[src/rtl/conv_window_engine.sv]
// Walks all POSxPOS 4x4 window positions, returns one signed kernel dot product per position.
// Latency 3 cycles from issue to res_valid, 1 result/cycle; no backpressure, every result must be taken.
module conv_window_engine #(
    parameter int IMG   = 13,
    parameter int WIN   = 4,
    parameter int OUT_W = 21,
    parameter int RELU  = 0
) (
    input  logic               clk,
    input  logic               rst,
    input  logic               start,
    input  logic [127:0]       weights,
    output logic [3:0]         k,
    output logic [3:0]         q,
    input  logic [127:0]       window_in,
    output logic               res_valid,
    output logic [OUT_W-1:0]   res_data,
    output logic [6:0]         res_addr,
    output logic               busy,
    output logic               done
);

    localparam int POS  = IMG - WIN + 1;
    localparam int NPIX = WIN * WIN;

    typedef enum logic [1:0] {IDLE, SCAN, DRAIN, DONE} state_t;

    state_t        state_q;
    logic [3:0]    k_q, q_q;
    logic [1:0]    drain_q;
    logic          busy_q, done_q;
    logic [127:0]  w_q;

    always_ff @(posedge clk) begin
        if (rst) begin
            state_q <= IDLE;
            k_q     <= '0;
            q_q     <= '0;
            drain_q <= '0;
            busy_q  <= 1'b0;
            done_q  <= 1'b0;
            w_q     <= '0;
        end else begin
            done_q <= 1'b0;
            case (state_q)
                IDLE: begin
                    if (start) begin
                        w_q     <= weights;
                        k_q     <= '0;
                        q_q     <= '0;
                        busy_q  <= 1'b1;
                        state_q <= SCAN;
                    end
                end
                SCAN: begin
                    // Last position keeps k/q parked; the pipeline still has 3 stages to flush.
                    if (q_q == 4'(POS - 1)) begin
                        if (k_q == 4'(POS - 1)) begin
                            drain_q <= '0;
                            state_q <= DRAIN;
                        end else begin
                            q_q <= '0;
                            k_q <= k_q + 4'd1;
                        end
                    end else begin
                        q_q <= q_q + 4'd1;
                    end
                end
                DRAIN: begin
                    if (drain_q == 2'd2) begin
                        busy_q  <= 1'b0;
                        done_q  <= 1'b1;
                        state_q <= DONE;
                    end else begin
                        drain_q <= drain_q + 2'd1;
                    end
                end
                default: state_q <= IDLE;
            endcase
        end
    end

    logic                issue_vld;
    logic [6:0]          issue_addr;
    logic                v1_q, v2_q, res_valid_q;
    logic [6:0]          a1_q, a2_q, res_addr_q;
    logic signed [16:0]  prod_d [NPIX];
    logic signed [16:0]  prod_q [NPIX];
    logic signed [OUT_W-1:0] sum_d, res_d, res_data_q;

    assign issue_vld  = (state_q == SCAN);
    assign issue_addr = 7'(int'(k_q) * POS + int'(q_q));

    always_comb begin
        for (int n = 0; n < NPIX; n++) begin
            logic signed [16:0] px_s, wt_s;
            px_s = {9'b0, window_in[8*n +: 8]};
            wt_s = {{9{w_q[8*n+7]}}, w_q[8*n +: 8]};
            prod_d[n] = px_s * wt_s;
        end
    end

    always_comb begin
        sum_d = '0;
        for (int n = 0; n < NPIX; n++) begin
            sum_d = sum_d + OUT_W'(prod_q[n]);
        end
        res_d = (RELU != 0 && sum_d[OUT_W-1]) ? '0 : sum_d;
    end

    always_ff @(posedge clk) begin
        if (rst) begin
            v1_q        <= 1'b0;
            v2_q        <= 1'b0;
            res_valid_q <= 1'b0;
            a1_q        <= '0;
            a2_q        <= '0;
            res_addr_q  <= '0;
            res_data_q  <= '0;
        end else begin
            v1_q        <= issue_vld;
            a1_q        <= issue_addr;
            v2_q        <= v1_q;
            a2_q        <= a1_q;
            res_valid_q <= v2_q;
            if (v2_q) begin
                res_addr_q <= a2_q;
                res_data_q <= res_d;
            end
        end
    end

    always_ff @(posedge clk) begin
        for (int n = 0; n < NPIX; n++) begin
            prod_q[n] <= prod_d[n];
        end
    end

    assign k         = k_q;
    assign q         = q_q;
    assign busy      = busy_q;
    assign done      = done_q;
    assign res_valid = res_valid_q;
    assign res_addr  = res_addr_q;
    assign res_data  = res_data_q;

endmodule

[config.mk]
export PLATFORM = sky130hd
export DESIGN_NAME = conv_window_engine
export DESIGN_NICKNAME = d
export VERILOG_FILES = /design/src/rtl/conv_window_engine.sv
export SDC_FILE = /design/constraint.sdc
export NUM_CORES = 2
export LEC_CHECK = 0
export CAP_MARGIN = 20
export CORE_MARGIN = 3
export CORE_UTILIZATION = 40
export CTS_BUF_LIST = sky130_fd_sc_hd__clkbuf_8
export DETAILED_ROUTE_END_ITERATION = 7
export GPL_TIMING_DRIVEN = 0
export PLACE_DENSITY = 0.67
export REMOVE_ABC_BUFFERS = 1
export SLEW_MARGIN = 20
export SYNTH_ARGS = -nofsm -noshare
export SYNTH_HDL_FRONTEND = slang
export SYNTH_SLANG_ARGS = --single-unit
[constraint.sdc]
create_clock -name clk -period 8.85 [get_ports clk]
set_input_delay 0.885 -clock clk [delete_from_list [all_inputs] [get_ports clk]]
set_output_delay 0.885 -clock clk [all_outputs]
set_load 0.01 [all_outputs]
==> metrics <==
EDFF count, synth=0; Crit path arrival time=6.66 ns; share of cells above drive strength 1=between 3 and 4%; Critical Path RT=9.54 ns; WL/cell=about 17 um; Slew @ Worst Pin=between 0.7 and 0.8 ns; Primary FF master, synth=dfxtp_1; CTS Buffer Depth=3; crit path cell chain=inv_1 -> fa_1 -> inv_1 -> fa_1 -> fa_1 -> fa_1 -> fa_1 -> inv_1 -> fa_1 -> inv_1 -> ha_1 -> fa_1 -> a21o_1 -> a21oi_2 -> o211a_1 -> o31ai_4 -> a22o_1 -> o2111a_1 -> nor4_1; initial drt markers=about 1,800; Worst Hold Slack=0.4416 ns; CTS Root Cell=clkbuf_8; upper clock frequency limit=roughly 0.17 GHz; io pins=298; DRC viols=0; top cells by area, synth=fa_1, dfxtp_1, ha_1; initial antenna violation count=29; area leader, netlist=fa_1; via count=about 38,000; die area=138,900 um^2; synthesis-stage register bit count=approximately 460; overall global routing resource usage=19.55%; Hold Path Class=flip-flop to flip-flop; cts repair resizes=0; Rel. slew slack=between 50% and 60%; utilization after layout=between 40% and 50%; Clock Latency Late Sink=between 0.8 and 0.9 ns; Post-CTS Setup Inserts=0; die outline width=roughly 370 um; commonest cells in the netlist=inv_1, fa_1, ha_1; die height=between 300 and 400 um; CP max stage cell=fa_1; CP most frequent cell=fa_1; first-pass GRT wire length=~220,000 um; slowest stage delay, CP=between 0.6 and 0.7 ns; port buffer count=roughly 300; Worst Setup End Kind=flip-flop; Nets=7,953; H-Tree Level Count=3; Inserted Clock Buffers=a little over 90; yosys warns=0; area grow syn2layout=13.40%; largest net degree at the start of global routing=103; WP buf/inv=4; Syn Inst Count=5,816; most frequent cell after synthesis=inv_1; Initial Utilization=between 40% and 50%; share of the synthesized area in the top cell type=31.26%; crit-path leading delay family=adder cells; fillcell total=12,630; Yosys cell types=59; Core Region=between 100,000 and 150,000 um^2; fin crit share=roughly 67%; Total Routed Length=between 100,000 and 150,000 um; Slew Limit Fails=0; total gr overflow=0; Rows=133; Mean Syn Cell Area=9.249 um^2; Mapped Area=~54,000 um^2; RSZ-0062 raised after global routing=false; count of final setup violators=0; Clk pin slew, worst setup/hold paths=roughly 0.06 ns; vias per cell=between 4 and 5; final setup TNS=0 ns; Crit Path Max Fanout=4; Fin. Hold Viols=0; Setup CP Type=flip-flop to flip-flop; Detailed Place HPWL=between 100,000 and 150,000 um; clk sinks=459; # hold bufs at CTS=0; final worst path period need=just under 6 ns; status=complete, no violations; First-pass DRT Iterations=7; Startpoint Class=flip-flop; skew final=0.07197 ns; Max Cap Viol=0; vias in the first global route=roughly 40,000; Final GP Congestion=just over 0.9; CTS tree=yes; Async S/R FF share, synth=0%; Final ANT Viol Nets=0; sequential share of the synthesized area=approximately 17%
## per-stage QoR
step / worst slack, ns / instances / area, um^2
detailed placement: 2.896 / 7787 / 58810
global placement: 0.5362 / 7781 / 58630
CTS: 2.843 / 7955 / 60950
finish: 2.880 / 7978 / 61000
floorplan: 3.442 / 5729 / 53460
global route: 2.633 / 7963 / 60970
## layout make-up
| class | count | area [um^2] | area share, % |
|---|---|---|---|
| Antenna cell | 23 | 57.56 | 0.09435 |
| Clock buffer | 114 | 1569 | 2.572 |
| Clock inverter | 54 | 571.8 | 0.9373 |
| Inverter | 1263 | 4741 | 7.771 |
| Multi-Input combinational cell | 4007 | 39540 | 64.82 |
| Sequential cell | 459 | 9190 | 15.06 |
| Tap cell | 1755 | 2196 | 3.599 |
| Timing Repair Buffer | 303 | 3136 | 5.140 |
## kinds of logic (layout without fill, tap and decap cells)
family / after synthesis / in the layout / synth area share, %
AOI/OAI and AO/OA: 476 / 476 / 5.326
xor gates and xnor gates: 217 / 217 / 3.533
adders and majority gates: 1569 / 1569 / 48.22
buffers and inverters: 1350 / 1734 / 9.427
DFF: 459 / 459 / 17.08
muxes: 19 / 19 / 0.3535
other: 0 / 23 / 0
and+or+nand+nor: 1726 / 1726 / 16.06
## cell usage in the layout, fill, tap and decap left out, types with 48 or more instances in the layout
cell,instances
ha_1,729
clkbuf_8,114
dfxtp_1,458
nor2_1,185
nand2_1,649
inv_1,1280
and2_1,570
o21ai_0,48
a21oi_1,264
xnor2_1,202
nand2b_1,123
fa_1,840
clkdlybuf4s50_1,296
## sequential cells by signal, summed over array words and instances (netlist names), 4 cells and up
signal / count
a1_q: 7
a2_q: 7
res_data: 21
res_addr: 7
q: 4
w_q: 128
prod_q: 272
k: 4
## metal layers
metal | vias up | GRT usage, % | part of all wire (%)
met5 | - | 0 | 0.078
met4 | 14 | 6.257 | 3.0
met3 | 198 | 3.848 | 6.0
met2 | 828 | 32.52 | 47
met1 | 18870 | 25.58 | 44
li1 | 18360 | - | -
## final timing paths
path / start / to / slack [ns] / depth (start not counted)
setup / recovery: prod_q[1][53] / res_data[20] / 2.88 / 19
hold / removal: v1_q / v2_q / 0.44 / 1
setup reg to reg: prod_q[1][53] / res_data[20] / 2.88 / 19
hold reg to reg: v1_q / v2_q / 0.44 / 1
Power is left out: the tool's default activity adds up to more than one toggle a clock period on the data nets, which glitch-free logic cannot reach.
